==> config.mk <==
export PLATFORM = sky130hd
export DESIGN_NAME = mem_port_arb
export DESIGN_NICKNAME = d
export VERILOG_FILES = /design/src/rtl/mem_port_arb.sv
export SDC_FILE = /design/constraint.sdc
export NUM_CORES = 1
export LEC_CHECK = 0
export BUFFER_PORTS_ARGS = -buffer_cell sky130_fd_sc_hd__buf_2
export CORE_MARGIN = 3
export CORE_UTILIZATION = 39
export CTS_BUF_LIST = sky130_fd_sc_hd__clkbuf_8 sky130_fd_sc_hd__clkbuf_16
export DETAILED_ROUTE_END_ITERATION = 8
export HOLD_SLACK_MARGIN = 0.15
export PLACE_DENSITY = 0.69
export SYNTH_ARGS = -nofsm -noshare
export SYNTH_HDL_FRONTEND = slang
export SYNTH_SLANG_ARGS = --single-unit
export TNS_END_PERCENT = 5
==> constraint.sdc <==
create_clock -name clk -period 1.33 [get_ports clk]
set_clock_uncertainty 0.1 [all_clocks]
set_input_delay 0.133 -clock clk [delete_from_list [all_inputs] [get_ports clk]]
set_output_delay 0.133 -clock clk [all_outputs]
set_load 0.01 [all_outputs]
==> src/rtl/mem_port_arb.sv <==
// mem_port_arb: two-requester round-robin arbiter for a single shared memory port.
// Port0 is a read-only fetch port and port1 is a read/write data port.
// Each grant produces a fixed-length access of LAT cycles, followed by one idle cycle.
module mem_port_arb #(
  parameter int LAT = 4
) (
  input  logic        clk,
  input  logic        rst,
  input  logic        req0,
  input  logic [15:0] addr0,
  input  logic        req1,
  input  logic [15:0] addr1,
  input  logic        wr1,
  output logic        sel,
  output logic        mem_en,
  output logic        mem_wr,
  output logic [15:0] mem_addr,
  output logic        done0,
  output logic        done1,
  output logic        busy
);

  typedef enum logic {
    IDLE = 1'b0,
    BUSY = 1'b1
  } state_t;

  // Index of the final BUSY cycle; LAT is limited to 1..15, so it fits the 4-bit counter.
  localparam logic [3:0] LAST_CNT = 4'(LAT - 1);

  state_t     state;
  state_t     state_nxt;
  logic [3:0] cnt;
  logic       last;       // most recently granted port: 0 = port0, 1 = port1
  logic       wr_q;       // write flag latched at grant
  logic       grant;
  logic       grant_p1;   // 1 when the grant goes to port1
  logic       final_cyc;

  assign final_cyc = (cnt == LAST_CNT);

  // State register; reset forces IDLE immediately, which aborts any access in flight.
  always_ff @(posedge clk or posedge rst) begin
    if (rst) begin
      state <= IDLE;
    end else begin
      state <= state_nxt;
    end
  end

  // Next-state and arbitration: a lone request wins, and a tie goes to the port not granted last.
  always_comb begin
    state_nxt = state;
    grant     = 1'b0;
    grant_p1  = 1'b0;
    case (state)
      IDLE: begin
        if (req0 || req1) begin
          grant     = 1'b1;
          state_nxt = BUSY;
          if (req0 && req1) begin
            grant_p1 = ~last;
          end else begin
            grant_p1 = req1;
          end
        end
      end
      BUSY: begin
        if (final_cyc) begin
          state_nxt = IDLE;
        end
      end
      default: state_nxt = IDLE;
    endcase
  end

  // Access context and cycle counter; the context is captured at grant and frozen until the next grant.
  always_ff @(posedge clk or posedge rst) begin
    if (rst) begin
      cnt      <= 4'd0;
      last     <= 1'b0;
      sel      <= 1'b0;
      mem_addr <= 16'd0;
      wr_q     <= 1'b0;
    end else if (grant) begin
      cnt      <= 4'd0;
      last     <= grant_p1;
      sel      <= ~grant_p1;
      mem_addr <= grant_p1 ? addr1 : addr0;
      wr_q     <= grant_p1 & wr1;
    end else if (state == BUSY) begin
      cnt <= final_cyc ? 4'd0 : cnt + 4'd1;
    end
  end

  // Status outputs are decoded from the state, so an asynchronous reset clears them at once.
  assign busy   = (state == BUSY);
  assign mem_en = busy;
  assign mem_wr = busy & wr_q;
  assign done0  = busy & final_cyc & sel;
  assign done1  = busy & final_cyc & ~sel;

endmodule

# Word-level counts from Yosys, hierarchy flattened
# Index checks and enable logic that the tools add are counted.
[word_totals]
output_inout_bits = 22
word_cells = 31
in_bits = 37
reg_bits = 24
[classes]
eq_ne = 1
n_addsub = 1
reduce_logical = 3
bitwise = 9
mux = 11
[ops]
columns = ["operator", "count"]
rows = [
  ["$mux 16", 1],
  ["$mux 4", 3],
  ["$mux 1", 6],
  ["$and 1x1->1", 5],
  ["$add 4x1->4 const B", 1],
  ["$eq 4x2->1 const B", 1],
  ["$not 1->1", 4],
  ["$pmux 1 s2", 1],
  ["$reduce_bool 2->1", 1],
  ["$logic_and 1x1->1", 1],
  ["$logic_or 1x1->1", 1],
]

# Longest topological paths before layout
[logic_depth]
depth_word = 5
ltp_mapped = 6
depth_no_buf = 4

# Worst setup path before layout
# OpenSTA, ideal clock, no wires.
[synth_path]
path_type = "flip-flop to flip-flop"
startpoint = "register state, in the netlist busy"
endpoint = "register mem_addr[0]"
arrival_ps = 1134
required_ps = 1100
setup_ps = 130
path_stages_with_launch = 6
synth_period_minus_slack_ps = 1363
n_path_buf = 3
path_slack_ps = -33
path_cell_list = "dfrtp_1 > buf_6 > o21ba_4 > buf_6 > buf_2 > a31oi_1"
[synth_between]
elab_chain_len = 2
elab_cells_between_ends = 3
cone_classes = "3 x mux"
[synth_lines]
columns = ["element", "line_no", "source"]
rows = [
  ["start, declared", "31", "state_t state;"],
  ["start signal, assigned", "47", "state <= state_nxt;"],
  ["$mux 1", "56", "case (state)"],
  ["$mux 16", "89", "mem_addr <= grant_p1 ? addr1 : addr0;"],
  ["end signal, assigned", "89", ""],
  ["end, declared", "17", "output logic [15:0] mem_addr,"],
]
# Several ways; a longest one is shown, not always the timed one.
# A chain may end at the register's enable or synchronous reset.

# Final worst setup path
[layout_path]
startpoint = "register cnt[1]"
endpoint = "output done0"
[layout_between]
elab_chain_len = 3
[layout_lines]
columns = ["element", "line_no", "source"]
rows = [
  ["start, declared", "33", "logic [3:0] cnt;"],
  ["start signal, assigned", "92", "cnt <= final_cyc ? 4'd0 : cnt + 4'd1;"],
  ["$eq 4x2->1", "40", "assign final_cyc = (cnt == LAST_CNT);"],
  ["$and 1x1->1 (2 in series)", "100", "assign done0 = busy & final_cyc & sel;"],
  ["end, declared", "18", "output logic done0,"],
]
# No other way between the ends.

==> metrics.csv <==
stage;metric;value;unit
outcome;status;complete, but fails checks;
outcome;failing checks;negative setup slack;
logic_synthesis;largest cells by area after synthesis;dfrtp_1 (50%), a31oi_1 (8.3%), o21ai_0 (8.3%);
logic_synthesis;Avg Cell Area, Syn;9.18;um2
logic_synthesis;Gate Count Post-Synth;132;
route;initial DRC count;76;
timing;unrepaired setup endpoints after global routing;yes;
power_and_ir_drop;Pwr Density;1880;mW/mm2
grt;first-pass GRT wire length;6020;um
timing;Tcrit/Tclk final;119;%
worst_hold_path;Min-Delay Path Depth;4;
logic_synthesis;most common cell in the netlist;dfrtp_1;
floorplan;Die Y;61.7;um
route;DR vias/cell;5.24;
floorplan;core box area;0.00285;mm2
timing;Fin Setup TNS;-1.31;ns
timing;setup violators final;20;
logic_synthesis;Post-Syn Area;0.00121;mm2
clock_tree;CTS sink count;24;
clock_tree;CTS tree;built;
layout;Final #Nets;273;
floorplan;Initial Utilization;42.5;%
timing;maximum clock frequency;633;MHz
logic_synthesis;Primary FF master, synth;dfrtp_1;
logic_synthesis;Distinct cells, synth;26;
grt;vias in the first global route;1331;
grt;largest net degree at the start of global routing;35;
layout;ant diodes;0;
timing;slew margin rel.;64.8;%
logic_synthesis;Post-Synthesis Net Count;170;
layout;final std cells w/o fill;265;
grt;total global-route track usage;21.6;%
job;Max-Cap Viols;0;
route;routed len/inst;14.5;um
setup_path;WP data arrival;1.35;ns
logic_synthesis;post-synth top area share;49.6;%
logic_synthesis;flop and latch count out of synthesis;24;
timing;Min Hold Slack;0.208;ns
logic_synthesis;number of enable flip-flop cells after synthesis;0;
setup_path;Worst setup EP type;output port;
setup_path;CP max FO;3;
route;first drt pass iteration count;4;
timing;final hold viol count;0;
setup_path;Data required, critical path;1.10;ns
place;Routability Congestion;0.737;
clock_tree;Worst-path clk slew;0.08;ns
setup_path;Startpoint Class;register;
floorplan;die area;0.00381;mm2
clock_tree;H-tree levels;1;
layout;ratio of cells with drive above 1 in the final layout;35.5;%
clock_tree;Max clock buf depth;2;
clock_tree;total CTS buffers;3;
logic_synthesis;Post-synth top cells;dfrtp_1 (24), o21ai_0 (20), nor2_1 (19);
timing;worst slew pin tran;0.528;ns
power_and_ir_drop;maximum vdd drop;0.00118;V
floorplan;Site Rows;19;
logic_synthesis;yosys warns;0;
place;Inst Count DP;220;
grt;GRT overflow;0;
place;Buffers on Ports;58;
power_and_ir_drop;Lkg Pwr;0.901;nW
timing;final setup margin;-0.250;ns
grt;number of antenna violations at the first check in global routing;0;
route;Antenna Nets Post-Route;0;
floorplan;chip width;61.7;um
timing;Period minus WS final;1.58;ns
clock_tree;clk_lat worst skew;0.27;ns
layout;Area Overhead vs Synth;63.3;%
setup_path;WS Path Type;register to output port;
clock_tree;clock root buffer;clkbuf_8;
setup_path;R2R depth;4;
timing;fin. max-slew vios;0;
route;routed vias;1388;
logic_synthesis;sequential fraction of the synthesis area;49.6;%
logic_synthesis;Post-synth ARST share;100;%
route;Post-route DRC;0;
route;DRT Wirelength;3850;um
layout;# fillers;214;
logic_synthesis;leading area contributor after synthesis;dfrtp_1;
worst_hold_path;worst hold path class;primary input to register;
place;DPL Wire Length;2360;um
floorplan;io pins;59;
==> path summary, 6_finish.rpt <==
kind / startpoint / to / slack (ns)
max: cnt[1]$_DFFE_PP0P_ / done0 / -0.25
min: req0 / busy$_DFF_PP0_ / 0.21
max reg2reg: busy$_DFF_PP0_ / mem_addr[2]$_DFFE_PP0P_ / -0.08
min reg2reg: wr_q$_DFFE_PP0P_ / wr_q$_DFFE_PP0P_ / 0.42
max in group asynchronous: rst / mem_addr[15]$_DFFE_PP0P_ / 0.56
min in group asynchronous: rst / cnt[0]$_DFFE_PP0P_ / 0.34
==> placed cells by master, fill, tap and decap left out <==
| cell type | n |
|---|---|
| a211oi_1 | 1 |
| a21oi_1 | 2 |
| a22o_1 | 1 |
| a31oi_1 | 16 |
| and2_1 | 3 |
| and2b_1 | 1 |
| buf_2 | 58 |
| buf_4 | 17 |
| clkbuf_8 | 4 |
| dfrtp_1 | 24 |
| dlygate4sd3_1 | 34 |
| ha_2 | 1 |
| inv_1 | 3 |
| nand2_1 | 2 |
| nand2b_1 | 1 |
| nand2b_2 | 1 |
| nand3_1 | 18 |
| nand3b_1 | 1 |
| nand4_1 | 1 |
| nor2_1 | 18 |
| nor2_2 | 1 |
| nor2b_1 | 1 |
| nor3_1 | 2 |
| o21ai_0 | 15 |
| o21ai_1 | 6 |
| o21ba_4 | 1 |
| o22a_1 | 1 |
==> flip-flops by register name, indices dropped and copies added, names as in the netlist <==
register  count
mem_addr     16
cnt           4
busy          1
last          1
sel           1
wr_q          1
==> report_power, final <==
part	total, W	switching, W	leakage (nW)	internal (W)
registers	0.00130	0.000208	0.271	0.00109
clock network	0.000509	0.000244	0.0288	0.000265
logic	0.00190	0.000989	0.601	0.000916
==> repair_timing <==
| item | CTS | global route |
|---|---|---|
| pin swaps | 4 | 2 |
| endpoints found under the hold margin | 41 | 0 |
| cloned | 0 | 0 |
| setup buffers | 5 | 2 |
| setup endpoints to repair | 5 | 22 |
| hold buffers | 34 | 0 |
| gates resized for setup | 1 | 6 |
==> through the flow <==
stage | area (um2) | total power [W] | utilization, % | worst slack [ns]
floorplan | 1210 | 0.00241 | - | -0.00920
global placement | 1530 | 0.00290 | 53.5 | 0.0677
detailed placement | 1530 | 0.00297 | 53.5 | 0.0000803
CTS | 1960 | 0.00365 | 68.7 | -0.245
global route | 1980 | 0.00400 | 69.3 | -0.352
finish | 1980 | 0.00372 | 69.3 | -0.250
==> critical path, stage by stage (launching register included) <==
cell and delay [ns]:
dfrtp_1 0.37, ha_2 0.20, nand3b_1 0.12, nor2_1 0.13, and2_1 0.13, buf_2 0.13
==> layout make-up <==
type                       count  area, um2  area share, %
timing repair buffer         109        758           38.3
sequential                    24        601           30.4
multi-input combinational     94        514           26.0
clock buffer                   4       55.1           2.78
tap                           31       38.8           1.96
inverter                       3       11.3          0.569
==> routing by layer <==
layer  vias up  part of all wire [%]  global-route usage (%)
met4         0                   2.0                    8.18
met3         6                   5.4                    2.69
met5         -                     0                       0
met1       646                    40                    26.4
met2        59                    52                    38.6
li1        677                     -                       -
==> kinds of logic after synthesis <==
logic type      Yosys count  share of synthesized area (%)
buf+inv                  14                           8.37
compound gates           43                           21.2
fa+ha+maj                 1                           1.03
flops                    24                           49.6
simple gates             50                           19.8
No activity file was read; power rests on OpenSTA's default activity.
